<file path="config.mk">
export PLATFORM = sky130hd
export DESIGN_NAME = id_token_monitor
export DESIGN_NICKNAME = d
export VERILOG_FILES = /design/src/rtl/id_pkg.sv /design/src/rtl/id_char_class.sv /design/src/rtl/id_token_monitor.sv
export SDC_FILE = /design/constraint.sdc
export NUM_CORES = 1
export LEC_CHECK = 0
export ABC_AREA = 0
export CELL_PAD_IN_SITES_DETAIL_PLACEMENT = 0
export CELL_PAD_IN_SITES_GLOBAL_PLACEMENT = 1
export CORE_MARGIN = 2
export CORE_UTILIZATION = 44
export CTS_CLUSTER_SIZE = 20
export DETAILED_ROUTE_END_ITERATION = 16
export GPL_TIMING_DRIVEN = 1
export PLACE_DENSITY = 0.94
export REMOVE_ABC_BUFFERS = 1
export SYNTH_ARGS = -nofsm -noshare
export SYNTH_HDL_FRONTEND = slang
export SYNTH_SLANG_ARGS = --single-unit
</file>
<file path="constraint.sdc">
create_clock -name clk -period 3.9 [get_ports clk]
set_input_delay 0.39 -clock clk [delete_from_list [all_inputs] [get_ports clk]]
set_output_delay 0.39 -clock clk [all_outputs]
set_load 0.005 [all_outputs]
</file>
<file path="src/rtl/id_pkg.sv">
// Shared definitions for the identifier recognizer and its token monitor.
//   - Char-class bounds (ASCII) and the helper class functions.
//   - State encoding shared with the recognizer's integer states.
package id_pkg;

    localparam logic [7:0] CH_A_LO = 8'h61;  // 'a'
    localparam logic [7:0] CH_Z_LO = 8'h7A;  // 'z'
    localparam logic [7:0] CH_A_UP = 8'h41;  // 'A'
    localparam logic [7:0] CH_Z_UP = 8'h5A;  // 'Z'
    localparam logic [7:0] CH_0    = 8'h30;  // '0'
    localparam logic [7:0] CH_9    = 8'h39;  // '9'

    typedef enum logic [1:0] {
        ST_IDLE  = 2'd0,
        ST_ALPHA = 2'd1,
        ST_DIGIT = 2'd2
    } id_state_t;

    typedef enum logic [1:0] {
        CL_O = 2'd0,
        CL_L = 2'd1,
        CL_D = 2'd2
    } char_class_t;

    function automatic logic is_letter(input logic [7:0] c);
        return ((c >= CH_A_LO) && (c <= CH_Z_LO)) || ((c >= CH_A_UP) && (c <= CH_Z_UP));
    endfunction

    function automatic logic is_digit(input logic [7:0] c);
        return (c >= CH_0) && (c <= CH_9);
    endfunction

endpackage

</file>
<file path="src/rtl/id_char_class.sv">
// Combinational character classifier: letter / digit / other.
// Ports:
//   char  in  8  ASCII character
//   cls   out    class of char (CL_L, CL_D or CL_O)
module id_char_class
    import id_pkg::*;
(
    input  logic [7:0]  char,
    output char_class_t cls
);

    always_comb begin
        cls = CL_O;
        if (is_letter(char))
            cls = CL_L;
        else if (is_digit(char))
            cls = CL_D;
    end

endmodule

</file>
<file path="src/rtl/id_token_monitor.sv">
// Identifier token monitor. Runs a shadow copy of the identifier recognizer
// on the delayed char stream, reports completed tokens (letter first, ending
// in a digit, closed by a non-alphanumeric char) and flags any disagreement
// with the recognizer's registered match output.
// Ports:
//   clk       in   1      rising-edge clock
//   reset     in   1      asynchronous active-high reset
//   char      in   8      char stream, same cycle as fed to the recognizer
//   match     in   1      recognizer output for the previous cycle's char
//   id_done   out  1      one-cycle pulse per completed token
//   id_len    out  LEN_W  length of last token (saturating)
//   id_count  out  CNT_W  completed tokens since reset (wrapping)
//   max_len   out  LEN_W  longest token since reset
//   err       out  1      sticky recognizer/shadow disagreement
module id_token_monitor
    import id_pkg::*;
#(
    parameter int LEN_W = 8,
    parameter int CNT_W = 16
) (
    input  logic             clk,
    input  logic             reset,
    input  logic [7:0]       char,
    input  logic             match,
    output logic             id_done,
    output logic [LEN_W-1:0] id_len,
    output logic [CNT_W-1:0] id_count,
    output logic [LEN_W-1:0] max_len,
    output logic             err
);

    logic [7:0]       char_d;    // aligns char with the recognizer's registered match
    logic             primed;    // first cycle after reset carries no valid pair
    logic             synced;    // both FSMs known to agree on state
    id_state_t        state, state_nx;
    logic [LEN_W-1:0] run_len, run_nx, run_inc;
    logic             tok_end;
    logic             exp_match;
    char_class_t      cls;

    id_char_class u_class (
        .char (char_d),
        .cls  (cls)
    );

    assign run_inc = (&run_len) ? run_len : run_len + LEN_W'(1);

    always_comb begin
        state_nx = state;
        run_nx   = run_len;
        tok_end  = 1'b0;
        unique case (cls)
            CL_L: begin
                state_nx = ST_ALPHA;
                run_nx   = (state == ST_IDLE) ? LEN_W'(1) : run_inc;
            end
            CL_D: begin
                // A digit outside a run never starts one.
                if (state == ST_IDLE) begin
                    state_nx = ST_IDLE;
                    run_nx   = '0;
                end else begin
                    state_nx = ST_DIGIT;
                    run_nx   = run_inc;
                end
            end
            default: begin
                state_nx = ST_IDLE;
                run_nx   = '0;
                tok_end  = (state == ST_DIGIT);
            end
        endcase
    end

    assign exp_match = (state_nx == ST_DIGIT);

    always_ff @(posedge clk or posedge reset) begin
        if (reset) begin
            char_d   <= '0;
            primed   <= 1'b0;
            synced   <= 1'b0;
            state    <= ST_IDLE;
            run_len  <= '0;
            id_done  <= 1'b0;
            id_len   <= '0;
            id_count <= '0;
            max_len  <= '0;
            err      <= 1'b0;
        end else begin
            char_d  <= char;
            primed  <= 1'b1;
            id_done <= 1'b0;
            if (primed) begin
                state   <= state_nx;
                run_len <= run_nx;
                if (synced && (match != exp_match))
                    err <= 1'b1;
                // The recognizer has no reset; only after a delimiter are both
                // machines guaranteed to be idle together.
                if (cls == CL_O)
                    synced <= 1'b1;
                if (tok_end) begin
                    id_done  <= 1'b1;
                    id_len   <= run_len;
                    id_count <= id_count + CNT_W'(1);
                    if (run_len > max_len)
                        max_len <= run_len;
                end
            end
        end
    end

endmodule

</file>
# Word-level counts from Yosys, hierarchy flattened
# Index checks and enable logic that the tools add are counted.
# classes
order_cmp	7
eq_ne	5
n_mul	0
n_mux	11
n_div	0
bitwise_logic	0
shift	0
n_reduce_logical	13
add_sub_neg	2
# op_table
cell	count
$mux 8	3
$add 16x1->16 const B	1
$ge 8x7->1 const B	2
$le 8x7->1 const B	2
$pmux 8 s2	1
$add 8x1->8 const B	1
$ge 8x6->1 const B	1
$gt 8x8->1	1
$le 8x6->1 const B	1
$reduce_and 8->1	1
$eq 2x2->1 const B	3
$mux 2	3
$reduce_and 2->1	3
$logic_and 1x1->1	4
$logic_not 2->1	2
$pmux 2 s2	1
$mux 1	3
$reduce_and 3->1	1
$eq 2x1->1 const B	1
$reduce_or 2->1	1
$logic_or 1x1->1	1
$ne 1x1->1	1
# word_totals
memories	0
latchBits	0
rom_bits	0
ramBits	0
register_bits	54

# Depth between registers and ports, before layout
# depth
depth_word	10
depth_mapped	7
depth_no_buf	7

# Modules after synthesis
# A second synthesis with hierarchy kept.
# unflattened
hier_cells	212
hier_area_um2	2522.4
# modules_own_cells
module	cells_per_inst	n_inst	seq_area_each_um2	area_per_inst_um2
id_token_monitor	198	1	1351.3	2436.1
id_char_class	14	1	0.0	86.3

# Worst setup path after synthesis
# No wires, ideal clock.
# synth_path
path_type	register -> register
start	register run_len[1]
end	register max_len[2]
setup_slack_ns	1.921
synth_period_minus_slack_ns	1.979
required_ns	3.775
arrival_time_ns	1.854
stages_incl_launch_ff	7
path_buffers	0
path_cell_list	dfrtp_1 -> ha_1 -> nor2b_1 -> o211ai_1 -> a21oi_1 -> o31ai_4 -> mux2_4
# synth_between
elab_chain_len	2
# synth_lines
element	line_no	source
start, declared	id_token_monitor.sv:36	logic [LEN_W-1:0] run_len, run_nx, run_inc;
start signal, assigned	id_token_monitor.sv:95	run_len <= run_nx;
$gt 8x8->1	id_token_monitor.sv:106	if (run_len > max_len)
$reduce_and 3->1 (no source line)	-	
end signal, assigned	id_token_monitor.sv:107	max_len <= run_len;
end, declared	id_token_monitor.sv:28	output logic [LEN_W-1:0] max_len,
# No other way between the ends.
# A chain may end at the register's enable or synchronous reset.

# Final worst setup path
# layout_path
start	register char_d[2]
end	register id_len[2]
# layout_between
elab_chain_len	8
# layout_lines
element	line_no	source
start, declared	id_token_monitor.sv:32	logic [7:0] char_d;
start signal, assigned	id_token_monitor.sv:90	char_d <= char;
$ge 8x6->1 (tied with other cells)	id_pkg.sv:30	return (c >= CH_0) && (c <= CH_9);
$logic_and 1x1->1, on equally long branches	id_pkg.sv:30, id_pkg.sv:26	
$mux 2 or $logic_or 1x1->1 (tied branches)	id_char_class.sv:16, id_pkg.sv:26	
$mux 2 (*)	id_char_class.sv:14	if (is_letter(char))
$eq 2x2->1 or $eq 2x1->1 (tied branches)	id_token_monitor.sv:52	unique case (cls)
$reduce_or 2->1 (no source line) (*)	-	
$mux 1 (*)	id_token_monitor.sv:52	
$reduce_and 2->1 (no source line) (*)	-	
end signal, assigned	id_token_monitor.sv:104	id_len <= run_len;
end, declared	id_token_monitor.sv:26	output logic [LEN_W-1:0] id_len,
# Mark *: on every way between the ends. The rest lies on a longest branch, timed or not.

==> flow_metrics.py <==
metrics = {
    "timing": {
        "period_share_pct": 62.2,
        "slew_headroom_pct": 34.1,
        "worstMarginPinSlew_ps": 989,
        "clock_skew_ps": 4.88,
        "hold_violations": 0,
        "post-route-min-period_ps": 2420,
        "fin_tns_setup_ps": 0,
        "fin_ws_ps": 1480,
        "rsz0062_at_grt": "no",
        "setup_viol": 0,
        "maxSlewViolCount": 0,
        "max_freq_mhz": 412,
    },
    "critical_path": {
        "criticalPathCategory": "flip-flop to flip-flop",
        "slowest_stage": "a21oi_2",
        "required_ps": 4100,
        "r2r_slack_ps": 1480,
        "worst_r2r_path_depth": 4,
        "critPathLaunchType": "flip-flop",
        "cp_cell_sequence": "nor4_1 -> a311oi_1 -> a21oi_2 -> mux2_2",
        "rr_endpoint": "id_len[2]",
        "critPathArrivalTime_ps": 2620,
        "worstPathMaxFanout": 20,
        "cp-end-kind": "flip-flop",
        "r2r_start": "char_d[2]",
        "slowest_delay_ps": 820,
    },
    "synthesis": {
        "synth-seq-area-share_pct": 53.0,
        "syn_avg_cell_area_um2": 11.3,
        "ys_warn_count": 0,
        "async_reset_ff_share_pct": 100,
        "dominantRegCellSynth": "dfrtp_1",
        "synth_area_leaders": "dfrtp_1 (53%), ha_1 (4.9%), mux2_2 (4.0%)",
        "ys_types": 45,
        "synthCells": 225,
        "synth_edf_count": 0,
        "synth_largest_area_cell": "dfrtp_1",
        "synth_top_area_share_pct": 53.0,
        "synth_area_mm2": 0.00255,
        "synth_seq_cells": 54,
    },
    "pwr": {
        "p_leak_nw": 1.37,
        "finalPower_mw": 0.960,
        "irDropWorstVdd_v": 0.000144,
        "power_density_mw_per_mm2": 304,
    },
    "clock_network": {
        "postCtsSetupBuffers": 0,
        "htreeDepth": 2,
        "cts_root_buffer": "clkbuf_8",
        "cts.sinks": 54,
        "cts_buffers": 5,
        "cts_tree": "built",
        "clk_latency_ps": 310,
        "cts_resized": 0,
        "postCtsHoldBufs": 0,
        "cts_buffer_depth": 2,
        "cts.clk_slew.worst_paths_ps": 90,
    },
    "die": {
        "io_pins": 45,
        "initial_utilization_pct": 46.0,
        "core.rowCount": 27,
        "die_w_um": 80.1,
        "fp.coreArea_mm2": 0.00554,
        "die_y_um": 80.1,
        "dieArea_mm2": 0.00641,
    },
    "place": {
        "hpwl_um": 3570,
        "post-place-ws_ps": 1410,
        "portBuffers": 44,
        "gp_congestion": 0.797,
    },
    "layout": {
        "mostFrequentLayoutCells": "dfrtp_1 (54), clkdlybuf4s50_1 (44), nand2_1 (16)",
        "final_common_cell": "dfrtp_1",
        "fin_util_pct": 57.0,
        "areaGrowthSynthToFinish_pct": 24.1,
        "drive_gt1_share_pct": 11.3,
        "n_antenna_cell": 0,
        "fillers": 512,
        "nets": 294,
    },
    "grt": {
        "grt_overflow": 0,
        "grt_pass1_vias": 1837,
        "track_usage_pct": 17.1,
        "grt_max_degree": 30,
        "grt_pass1_wl_um": 8600,
        "antenna_found_initial": 0,
    },
    "status": {
        "status": "complete, no violations",
    },
    "routing": {
        "dr.pass1.iters": 4,
        "via_per_inst": 5.37,
        "dr.first_iter.drc_count": 125,
        "vias": 1857,
        "drc_errors": 0,
        "drt_wl_total_um": 4970,
        "wl_per_cell_um": 14.4,
        "drtAntennaViolNets": 0,
    },
    "flow_run": {
        "drv_cap": 0,
    },
    "worst_hold_path": {
        "worstHoldPathType": "primary input to asynchronous set/reset pin",
    },
}
[sequential cells by signal, indices dropped and copies added (netlist names)]
name,count
id_count,16
char_d,8
id_len,8
max_len,8
run_len,8
state,2
err,1
id_done,1
primed,1
synced,1
[layer usage]
metal  up-vias  part of all wire, %  global-route usage, %
met4         0                  1.3                   5.59
met2        53                   47                   26.1
met3         6                  4.5                   4.16
met5         -                    0                      0
li1        891                    -                      -
met1       907                   47                   24.0
[stage by stage]
step / hold WS (ps) / area (µm²) / instances
final: 467 / 3160 / 346
after global routing: 499 / 3160 / 346
after CTS: 479 / 3160 / 346
after detailed placement: 456 / 3070 / 338
after global placement: 455 / 3070 / 338
after floorplan: 421 / 2530 / 221
[worst max path at each step]
| stage | startpoint | to | slack (ps) | depth (start not counted) |
|---|---|---|---|---|
| floorplan | char_d[6] | id_count[1] | 1520 | 4 |
| global placement | char_d[2] | id_len[7] | 1530 | 4 |
| detailed placement | char_d[2] | id_len[3] | 1410 | 4 |
| CTS | char_d[2] | id_len[2] | 1430 | 4 |
| global route | char_d[2] | id_count[8] | 1170 | 5 |
| finish | char_d[2] | id_len[2] | 1480 | 4 |
[kinds of logic (layout without fill, tap and decap cells)]
family                   count (synthesis)  count (layout)  synth area share [%]
AND/OR/NAND/NOR                         61              61                  12.6
flip-flops                              54              54                  53.0
AO/OA/AOI/OAI                           46              46                  12.3
buffers and inverters                   20              69                  3.14
multiplexers                            17              17                  8.30
XOR/XNOR                                16              16                  5.50
adder cells (fa/ha/maj)                 10              10                  4.91
other                                    1               1                 0.147
[final cells by class]
class                      count  area (µm²)  area share [%]
multi-input combinational    151        1120            35.4
tap                           72        90.1            2.85
inverter                      16        60.1            1.90
sequential                    54        1350            42.8
timing repair buffer          45         448            14.2
clock inverter                 1        5.00           0.158
clock buffer                   7        86.3            2.73
[critical path, delay by kind of cell (launching register included)]
family           cells  cell delay [ps]
flip-flops           1              400
multiplexers         1              420
AO/OA/AOI/OAI        2             1040
AND/OR/NAND/NOR      1              450
[Yosys cell counts (3+ instances only)]
cell type / number
nor2_1: 11
xor2_1: 6
nand2_1: 16
xnor2_1: 10
mux2_2: 9
dfrtp_1: 54
inv_1: 16
mux2_4: 6
nand3_1: 7
o21ai_0: 13
nor4_1: 3
and2_1: 3
nand4_1: 7
ha_1: 10
a21oi_1: 14
[power by group]
part	switching, mW	total [mW]	internal, mW
sequential	0.0147	0.584	0.569
clock	0.176	0.320	0.144
combinational	0.0291	0.0561	0.0270
total	0.220	0.960	0.740
No activity file was read; power rests on OpenSTA's default activity.
